File: config.mk
export PLATFORM = sky130hd
export DESIGN_NAME = dec_seq
export DESIGN_NICKNAME = d
export VERILOG_FILES = /design/src/rtl/dec_seq_pkg.sv /design/src/rtl/dec_onehot.sv /design/src/rtl/dec_seq.sv
export SDC_FILE = /design/constraint.sdc
export NUM_CORES = 1
export LEC_CHECK = 0
export CORE_ASPECT_RATIO = 1.2
export CORE_MARGIN = 5
export CORE_UTILIZATION = 30
export CTS_CLUSTER_SIZE = 30
export DETAILED_ROUTE_END_ITERATION = 10
export RECOVER_POWER = 50
export SYNTH_ARGS = -nofsm -noshare
export SYNTH_HDL_FRONTEND = slang
export SYNTH_SLANG_ARGS = --single-unit
File: constraint.sdc
create_clock -name clk -period 4.5 [get_ports clk]
set_clock_uncertainty 0.1 [all_clocks]
set_input_delay 0.9 -clock clk [delete_from_list [all_inputs] [get_ports clk]]
set_output_delay 0.9 -clock clk [all_outputs]
set_load 0.01 [all_outputs]
File: src/rtl/dec_seq_pkg.sv
// rtl/dec_seq_pkg.sv - mode and state encodings for the sequencing decoder
package dec_seq_pkg;

  localparam logic [1:0] MODE_LEVEL = 2'b00;
  localparam logic [1:0] MODE_PULSE = 2'b01;
  localparam logic [1:0] MODE_SCAN  = 2'b10;

  typedef enum logic [1:0] {
    ST_IDLE  = 2'b00,
    ST_HOLD  = 2'b01,
    ST_PULSE = 2'b10,
    ST_SCAN  = 2'b11
  } state_t;

endpackage

File: src/rtl/dec_onehot.sv
// rtl/dec_onehot.sv - combinational SEL_W-to-2^SEL_W one-hot decoder with enable
module dec_onehot #(
  parameter int SEL_W = 3
) (
  input  logic                    en,
  input  logic [SEL_W-1:0]        sel,
  output logic [(1<<SEL_W)-1:0]   out
);

  always_comb begin
    out = '0;
    if (en) out[sel] = 1'b1;
  end

endmodule

File: src/rtl/dec_seq.sv
// rtl/dec_seq.sv - registered one-hot decoder with level, pulse and auto-scan modes
module dec_seq
  import dec_seq_pkg::*;
#(
  parameter int SEL_W   = 3,
  parameter int DWELL_W = 4
) (
  input  logic                  clk,
  input  logic                  rst_,
  input  logic                  enb_,
  input  logic [1:0]            mode,
  input  logic                  load,
  input  logic [SEL_W-1:0]      sel,
  input  logic [DWELL_W-1:0]    dwell,
  output logic [(1<<SEL_W)-1:0] out,
  output logic                  busy,
  output logic                  wrap
);

  localparam int OUT_W = 1 << SEL_W;

  state_t             state, state_n;
  logic [SEL_W-1:0]   idx, idx_n;
  logic [DWELL_W-1:0] cnt, cnt_n;
  logic [DWELL_W-1:0] dwell_q, dwell_n;
  logic               busy_n, wrap_n, line_en;
  logic [OUT_W-1:0]   out_n;

  // out_n is decoded from the next index so out changes on the same edge as the state
  dec_onehot #(.SEL_W(SEL_W)) u_dec (
    .en  (line_en),
    .sel (idx_n),
    .out (out_n)
  );

  always_comb begin
    state_n = state;
    idx_n   = idx;
    cnt_n   = cnt;
    dwell_n = dwell_q;
    busy_n  = 1'b0;
    wrap_n  = 1'b0;
    line_en = 1'b0;
    if (enb_) begin
      state_n = ST_IDLE;
    end else if (load) begin
      idx_n   = sel;
      cnt_n   = dwell;
      dwell_n = dwell;
      line_en = 1'b1;
      case (mode)
        MODE_PULSE: state_n = ST_PULSE;
        MODE_SCAN: begin
          state_n = ST_SCAN;
          busy_n  = 1'b1;
        end
        default:    state_n = ST_HOLD;
      endcase
    end else begin
      case (state)
        ST_HOLD:  line_en = 1'b1;
        ST_PULSE: state_n = ST_IDLE;
        ST_SCAN: begin
          busy_n  = 1'b1;
          line_en = 1'b1;
          if (cnt == '0) begin
            cnt_n  = dwell_q;
            idx_n  = idx + 1'b1;
            wrap_n = &idx;
          end else begin
            cnt_n = cnt - 1'b1;
          end
        end
        default: ;
      endcase
    end
  end

  always_ff @(posedge clk or negedge rst_) begin
    if (!rst_) begin
      state   <= ST_IDLE;
      idx     <= '0;
      cnt     <= '0;
      dwell_q <= '0;
      out     <= '0;
      busy    <= 1'b0;
      wrap    <= 1'b0;
    end else begin
      state   <= state_n;
      idx     <= idx_n;
      cnt     <= cnt_n;
      dwell_q <= dwell_n;
      out     <= out_n;
      busy    <= busy_n;
      wrap    <= wrap_n;
    end
  end

endmodule

# Word-level counts from Yosys, hierarchy flattened
# Index checks and enable logic that the tools add are counted.
# W data, S select, Z words.
[word_totals]
word_cells = 50
input_bits = 13
out_inout_bits = 10
regBits = 23
[op_classes]
n_mux = 25
n_lt_le_gt_ge = 2
bitwise = 1
n_addsub = 2
eq_ne = 5
reduce_logical = 8
[ops]
columns = ["op", "count"]
rows = [
  ["$mux W1", 12],
  ["$mux W3", 4],
  ["$mux W4", 3],
  ["$mux W8", 1],
  ["$eq A2 B2 Y1 const B", 3],
  ["$mux W2", 3],
  ["$eq A2 B1 Y1 const B", 2],
  ["$logic_not A4 Y1", 1],
  ["$lt A3 B4 Y1 const B", 1],
  ["$pmux W2 S2", 1],
  ["$reduce_and A2 Y1", 2],
  ["$sub A4 B1 Y4 const B", 1],
  ["$add A3 B1 Y3 const B", 1],
  ["$demux W1 S3", 1],
  ["$ge A3 B1 Y1 const B", 1],
  ["$reduce_and A3 Y1", 1],
  ["$reduce_bool A3 Y1", 1],
  ["$reduce_bool A2 Y1", 1],
  ["$reduce_or A2 Y1", 1],
  ["$logic_and A1 B1 Y1", 1],
  ["$not A1 Y1", 1],
]

# Depth between registers and ports, before layout
# Gate-level depths: netlist of run 1.
[logic_depth]
depth_word = 10
ltp_mapped = 9
depth_no_buf = 8

# By module
# Synthesis of run 1 repeated with hierarchy kept, for this count alone.
[unflattened]
cells_unflattened = 102
hier_area_um2 = 1092.3
[modules_own_cells]
columns = ["mod", "area_per_inst_um2", "cells_per_inst", "seq_area_each_um2", "n_inst"]
rows = [
  ["dec_seq", 997.2, 94, 575.6, 1],
  ["dec_onehot", 95.1, 8, 0.0, 1],
]

# Worst setup path after synthesis of run 1
# No wires, ideal clock.
[synth_timing]
path_type = "input to register"
startpoint = "input enb_"
endpoint = "register out[5]"
t_required_ps = 4314
t_arrival_ps = 1937
n_path_buf = 1
cell_stages = 7
setup_slack_ps = 2377
setup_time_ps = 86
path_cell_list = "buf_2 > and3b_1 > nand2_1 > o22ai_2 > a21o_1 > inv_2 > nor3_1"
[synth_via]
elab_chain_cells = 6
elab_cells_between_ends = 8
cone_classes = "order compare (2); mux (5); reduce/logical (1)"
[synth_lines]
columns = ["item", "line", "text"]
rows = [
  ["start, declared", "dec_seq.sv:10", "input logic enb_,"],
  ["$mux W3 (*)", "dec_seq.sv:44", "if (enb_) begin"],
  ["net idx_n[1]", "dec_seq.sv:23", "logic [SEL_W-1:0] idx, idx_n;"],
  ["$lt A3 B4 Y1 (not written as such) / $ge A3 B1 Y1 (equally long branches)", "dec_onehot.sv:12", "if (en) out[sel] = 1'b1;"],
  ["$logic_and A1 B1 Y1 (not written as such)", "dec_onehot.sv:12", ""],
  ["$mux W1 (not written as such)", "dec_onehot.sv:12", ""],
  ["$demux W1 S3 (*)", "--", ""],
  ["$mux W8 (*)", "dec_onehot.sv:12", ""],
  ["net out_n[5]", "dec_seq.sv:27", "logic [OUT_W-1:0] out_n;"],
  ["end signal, assigned", "dec_seq.sv:93", "out <= out_n;"],
  ["end, declared", "dec_seq.sv:15", "output logic [(1<<SEL_W)-1:0] out,"],
]
# Mark *: on every way through the listed nets, which the timed path passes. The rest lies on a longest branch.
# A chain may end at the register's enable or synchronous reset.

# Worst setup path in the final report of run 1
[layout_timing]
startpoint = "input load"
endpoint = "register out[5]"
[layout_via]
elab_chain_cells = 7
elab_cells_between_ends = 10
cone_classes = "order compare (2); mux (7); reduce/logical (1)"
[layout_lines]
columns = ["item", "line", "text"]
rows = [
  ["start, declared", "dec_seq.sv:12", "input logic load,"],
  ["$mux W3 (*)", "dec_seq.sv:46", "end else if (load) begin"],
  ["$mux W3 (*)", "dec_seq.sv:44", ""],
  ["net idx_n[1]", "dec_seq.sv:23", ""],
  ["$lt A3 B4 Y1 (not written as such) / $ge A3 B1 Y1 (equally long branches)", "dec_onehot.sv:12", ""],
  ["$logic_and A1 B1 Y1 (not written as such)", "dec_onehot.sv:12", ""],
  ["$mux W1 (not written as such)", "dec_onehot.sv:12", ""],
  ["$demux W1 S3 (*)", "--", ""],
  ["$mux W8 (*)", "dec_onehot.sv:12", ""],
  ["net out_n[5]", "dec_seq.sv:27", ""],
]
# Marked as above.

==> results.sh, run 1 <==
export IMPL_synth_area_sq_um=1121
export IMPL_worstPathArrival_ns=2.75
export IMPL_hp_class="reg -> reg"
export IMPL_power_density_nw_per_um2=323.1
export IMPL_rows=24
export IMPL_ys_ff_latch=23
export IMPL_portBuffers=22
export IMPL_diodes=0
export IMPL_synthToLayoutAreaGrowth_pct=27.01
export IMPL_synth_edf_count=0
export IMPL_synth_top_cell_area_share_pct=51.34
export IMPL_holdPathEnd="dwell_q[1]$_DFFE_PN0P_"
export IMPL_leakagePower_nw=0.6654
export IMPL_vdd_ir_drop_max_v=0.0001583
export IMPL_cts_tree="done"
export IMPL_final_nets=155
export IMPL_p_clk_share_pct=27.0
export IMPL_synthArstFlopShare_pct=100.0
export IMPL_crit_required_ns=4.57
export IMPL_cts_root_buf="clkbuf_8"
export IMPL_tightest_slew_ns=0.9980
export IMPL_core_sq_um=3633
export IMPL_setup_tns_ns=0
export IMPL_period_needed_ns=2.680
export IMPL_whs_ns=0.3864
export IMPL_r2r_cells=7
export IMPL_die_x_um=65.81
export IMPL_final_cells=188
export IMPL_cts_resized=0
export IMPL_combPwrFrac_pct=20.0
export IMPL_r2r_slack_ns=2.30
export IMPL_insertion_delay_ns=0.26
export IMPL_setup_worst_path_end_class="flop"
export IMPL_layout_setup_ws_ns=1.820
export IMPL_syn_num_nets=131
export IMPL_drive_gt1_share_pct=6.618
export IMPL_cts_buffers=3
export IMPL_startpoint_type="primary input"
export IMPL_hold_viol=0
export IMPL_start_util_pct=30.85
export IMPL_grt_pass1_wl_um=4698
export IMPL_final_core_util_pct=39.19
export IMPL_p_sw_share_pct=27.85
export IMPL_dr_total_vias=915
export IMPL_hold_depth=2
export IMPL_pwr_share_seq_pct=53.0
export IMPL_antenna_found_initial=0
export IMPL_cts_htree_levels=1
export IMPL_ys_warn_count=0
export IMPL_period_share_pct=59.55
export IMPL_crit_fanout=13
export IMPL_yosys_most_used_dff="dfrtp_1"
export IMPL_finish_instance_area_sq_um=1424
export IMPL_die_h_um=76.97
export IMPL_drt_pre_antenna_iters=4
export IMPL_postRouteAntennaNets=0
export IMPL_clkSinkCount=23
export IMPL_finalSetupViolations=0
export IMPL_pre_cts_ws_ns=1.623
export IMPL_crit_type="in -> reg"
export IMPL_wirelength_um=2529
export IMPL_grt_max_degree=24
export IMPL_drt_iter0_markers=33
export IMPL_place_area_sq_um=1379
export IMPL_placed_cells=184
export IMPL_yosys_area_top_type="dfrtp_1"
export IMPL_clkTransAtPathRegs_ns=0.08
export IMPL_seq_area_frac_synth_pct=51.34
export IMPL_drc=0
export IMPL_pin_count=23
export IMPL_min_from="dwell_q[1]$_DFFE_PN0P_"
export IMPL_slew_headroom_pct=33.25
export IMPL_p_switching_uw=128.1
export IMPL_ys_top_cells_by_area="dfrtp_1 (51%), ha_1 (5.6%), nand2_1 (5.0%), nor3_1 (4.5%), inv_1 (3.0%)"
export IMPL_r2r_start="cnt[1]$_DFFE_PN0P_"
export IMPL_r2r_end="out[5]$_DFF_PN0_"
export IMPL_post_cts_buffers=0
export IMPL_syn_mean_instance_area_sq_um=9.921
export IMPL_final_max_slew_viol_count=0
export IMPL_ctsLongestPathBuffers=2
export IMPL_status="complete, no violations"
export IMPL_rsz0062_at_grt="false"
export IMPL_grt_usage_pct=11.71
export IMPL_die_area_sq_um=5065
export IMPL_routedWlPerCell_um=13.45
export IMPL_syn_inst=113
export IMPL_max_freq_mhz=373.2
export IMPL_yosysUniqueCellTypes=32
export IMPL_cap_violations=0
export IMPL_gp_congestion=0.8922
export IMPL_dpl_hpwl_um=1919
export IMPL_via_per_inst=4.867
export IMPL_total_power_uw=460.0
export IMPL_gr_total_overflow=0
export IMPL_p_int_uw=331.9
export IMPL_grt_pass1_vias=990
export IMPL_cts_hold_buffers=0
per-layer routing:
metal	vias up	part of all wire, %	global-route usage, %
li1	445	-	-
met1	438	44	14.89
met2	28	47	18.25
met3	4	7.5	3.801
met4	0	0.99	4.357
met5	-	0	0
power groups by stage:
stage               sequential [mW]  clock, mW  combinational, mW
CTS                           0.244      0.130             0.0951
detailed placement            0.248          0             0.0943
global placement              0.247          0             0.0919
global route                  0.247      0.137              0.106
floorplan                     0.244          0             0.0598
finish                        0.244      0.124             0.0921
synth_stat cells, drive strengths merged (2+ instances only):
library cell / count
nor2: 8
o31ai: 2
a22oi: 3
o22ai: 5
a21o: 2
nand2: 15
dfrtp: 23
nor3b: 2
and3: 2
xnor2: 2
nor3: 10
a21oi: 5
ha: 5
o21ai: 5
buf: 3
inv: 11
how the worst max path moves through the flow:
stage	slack, ns	end	cells past startpoint	from
after floorplan	2.38	out[5]$_DFF_PN0_	7	enb_
after global placement	1.65	out[5]$_DFF_PN0_	6	load
after detailed placement	1.62	out[5]$_DFF_PN0_	6	load
after CTS	1.88	out[5]$_DFF_PN0_	7	enb_
after global routing	1.63	out[5]$_DFF_PN0_	6	load
final	1.82	out[5]$_DFF_PN0_	6	load
flip-flops by register name (all words and copies together), names as in the netlist:
name	count
wrap	1
out	8
idx	3
dwell_q	4
busy	1
state	2
cnt	4
logic make-up (layout without fill, tap and decap cells):
group / Yosys count / count (layout) / share of synthesized area [%]
AOI/OAI and AO/OA: 29 / 29 / 17.86
xor gates and xnor gates: 2 / 2 / 1.563
adders and majority gates: 5 / 5 / 5.580
buffers and inverters: 14 / 37 / 6.138
DFF: 23 / 23 / 51.34
and+or+nand+nor: 40 / 40 / 17.52
layout make-up:
type,count,area (sq um)
Clock buffer,4,45.04
Tap cell,52,65.06
Sequential cell,23,575.6
Inverter,11,41.29
Fill cell,369,2210
Multi-Input combinational cell,76,476.7
Timing Repair Buffer,22,220.2
critical path, cell delays in order:
cell	delay, ns
dlygate4sd3_1	0.83
nand2_1	0.32
o22ai_1	0.19
a21o_1	0.20
inv_2	0.08
nor3_1	0.22
placed cells by master, fill, tap and decap left out:
cell type,count
nor3_1,10
a21o_2,1
a32oi_1,1
clkbuf_1,1
nor3b_1,1
and3b_1,1
nor3b_4,1
nand2_1,15
dfrtp_1,23
and3_1,1
o22a_1,1
o21ai_0,5
o221ai_1,1
o22ai_2,1
a21o_1,1
and3_2,1
nand3_1,1
a22oi_1,3
a2111oi_0,1
clkbuf_8,3
inv_2,2
o22ai_1,4
o21a_1,1
nor2_1,8
a21oi_1,5
a221oi_1,1
clkdlybuf4s50_1,10
dlygate4sd3_1,12
ha_1,5
inv_1,9
a211oi_1,1
xnor2_1,2
o31ai_1,2
nor4_1,1
No activity file was read; power rests on OpenSTA's default activity.
==> run 2: changes to the inputs <==
- clock period: 4.5 -> 2.8 ns (I/O delays scaled with it)
==> run 2 against run 1 <==
Compared with the run above:
- global-route usage fell by 0.67 points
- final area rose by 1.4%
- total power rose by 63%
- via count rose by 0.77%
- sequential share of layout area fell by 0.56 points
- utilization rose by 0.55 points
- worst hold slack improved by 0.0035 ns
- first-iteration DRC count rose by 97%
- non-clock buffer count rose by 4
- routed wire length rose by 4.3%
- clock power rose by 65%
- register-to-register slack got worse by 1.7 ns
- critical path type is now reg -> reg
==> results.sh, run 2 (synthesis results as in run 1) <==
export IMPL_setup_tns_ns=0
export IMPL_die_area_sq_um=5065
export IMPL_placed_cells=188
export IMPL_cts_tree="done"
export IMPL_critical_path_top_delay_family="simple AND/OR/NAND/NOR gates"
export IMPL_cts_root_buf="clkbuf_8"
export IMPL_drive_gt1_share_pct=7.857
export IMPL_core_sq_um=3633
export IMPL_pin_count=23
export IMPL_mostFrequentLayoutCell="dfrtp_1"
export IMPL_largest_reg_flops=8
export IMPL_antenna_found_initial=0
export IMPL_ctsLongestPathBuffers=2
export IMPL_final_max_slew_viol_count=0
export IMPL_synthToLayoutAreaGrowth_pct=28.79
export IMPL_cts_htree_levels=1
export IMPL_drt_pre_antenna_iters=4
export IMPL_finalSetupViolations=0
export IMPL_path_cells="inv_1, ha_1, nor3b_4, and3_1, o22ai_2, a21o_1, nor3_1"
export IMPL_top_regs="out (8), cnt (4), dwell_q (4)"
export IMPL_cts_buffers=3
export IMPL_crit_fanout=7
export IMPL_grt_usage_pct=11.04
export IMPL_cts_hold_buffers=0
export IMPL_die_x_um=65.81
export IMPL_grt_pass1_vias=941
export IMPL_final_core_util_pct=39.74
export IMPL_period_share_pct=79.24
export IMPL_clkSinkCount=23
export IMPL_setup_worst_path_end_class="flop"
export IMPL_insertion_delay_ns=0.26
export IMPL_period_needed_ns=2.219
export IMPL_slowest_delay_ns=0.44
export IMPL_grt_pass1_wl_um=4416
export IMPL_max_freq_mhz=450.7
export IMPL_cap_violations=0
export IMPL_power_density_nw_per_um2=517.9
export IMPL_place_area_sq_um=1409
export IMPL_diodes=0
export IMPL_regArea_sq_um=575.6
export IMPL_drc=0
export IMPL_post_cts_buffers=0
export IMPL_layout_common_cells="dfrtp_1 (23), clkdlybuf4s50_1 (20), nand2_1 (15), nor3_1 (10), inv_1 (9)"
export IMPL_whs_ns=0.3899
export IMPL_hp_class="reg -> reg"
export IMPL_dr_total_vias=922
export IMPL_die_h_um=76.97
export IMPL_worstPathArrival_ns=2.29
export IMPL_postRouteAntennaNets=0
export IMPL_start_util_pct=30.85
export IMPL_routedWlPerCell_um=13.74
export IMPL_slew_headroom_pct=16.08
export IMPL_grt_max_degree=24
export IMPL_fillers=374
export IMPL_portBuffers=22
export IMPL_multi_input_area_sq_um=476.7
export IMPL_vdd_ir_drop_max_v=0.0002779
export IMPL_rows=24
export IMPL_crit_type="reg -> reg"
export IMPL_top_register="out"
export IMPL_drt_iter0_markers=65
export IMPL_total_power_uw=747.8
export IMPL_status="complete, no violations"
export IMPL_gr_total_overflow=0
export IMPL_cts_resized=0
export IMPL_wirelength_um=2639
export IMPL_clkTransAtPathRegs_ns=0.08
export IMPL_critPathBufInv=1
export IMPL_hold_viol=0
export IMPL_startpoint_type="flop"
export IMPL_rsz0062_at_grt="false"
export IMPL_final_cells=192
export IMPL_dpl_hpwl_um=1987
export IMPL_final_nets=159
export IMPL_gp_congestion=0.8880
export IMPL_cp_slowest_cell="dfrtp_1"
export IMPL_layout_setup_ws_ns=0.5812
export IMPL_finish_instance_area_sq_um=1444
export IMPL_via_per_inst=4.802
export IMPL_tightest_slew_ns=1.259
export IMPL_leakagePower_nw=0.6431
export IMPL_pre_cts_ws_ns=0.4429
export IMPL_crit_required_ns=2.87
run 2: where the power goes:
| part | internal (mW) | leakage [nW] | switching, mW | total, mW |
|---|---|---|---|---|
| Clock | 0.0992 | 0.0255 | 0.106 | 0.205 |
| Sequential | 0.361 | 0.295 | 0.0296 | 0.391 |
| Combinational | 0.0736 | 0.323 | 0.0781 | 0.152 |
| Total | 0.534 | 0.643 | 0.214 | 0.748 |
run 2: layout make-up:
cell class	count	area share, %
well taps	52	4.506
clock buffers	3	2.860
clock inverters	1	0.3466
repair buffers	26	16.55
flip-flops and latches	23	39.86
inverters	11	2.860
multi-input cells	76	33.02
run 2: path summary, 6_finish.rpt:
path | from | to | slack (ns) | depth (start not counted)
worst min register to register | dwell_q[1]$_DFFE_PN0P_ | dwell_q[1]$_DFFE_PN0P_ | 0.39 | 2
worst min-delay path | dwell_q[1]$_DFFE_PN0P_ | dwell_q[1]$_DFFE_PN0P_ | 0.39 | 2
worst max register to register | cnt[0]$_DFFE_PN0P_ | out[2]$_DFF_PN0_ | 0.58 | 7
max in group asynchronous | rst_ | dwell_q[2]$_DFFE_PN0P_ | 0.87 | 2
min in group asynchronous | rst_ | dwell_q[3]$_DFFE_PN0P_ | 0.99 | 2
worst max-delay path | cnt[0]$_DFFE_PN0P_ | out[2]$_DFF_PN0_ | 0.58 | 7
run 2: metal layers:
| metal | GRT usage, % | part of all wire, % | vias to the layer above |
|---|---|---|---|
| met1 | 14.04 | 45 | 431 |
| met4 | 2.697 | 1.2 | 0 |
| met5 | 0 | 0 | - |
| li1 | - | - | 451 |
| met2 | 16.95 | 45 | 36 |
| met3 | 4.971 | 8.9 | 4 |
run 2: worst reg2reg max path: cells and delay by family, from the launching register on:
kind | cells | cell delay, ns
AOI/OAI and AO/OA | 2 | 0.35
and+or+nand+nor | 3 | 0.94
DFF | 1 | 0.44
buffers and inverters | 1 | 0.08
adders and majority gates | 1 | 0.21
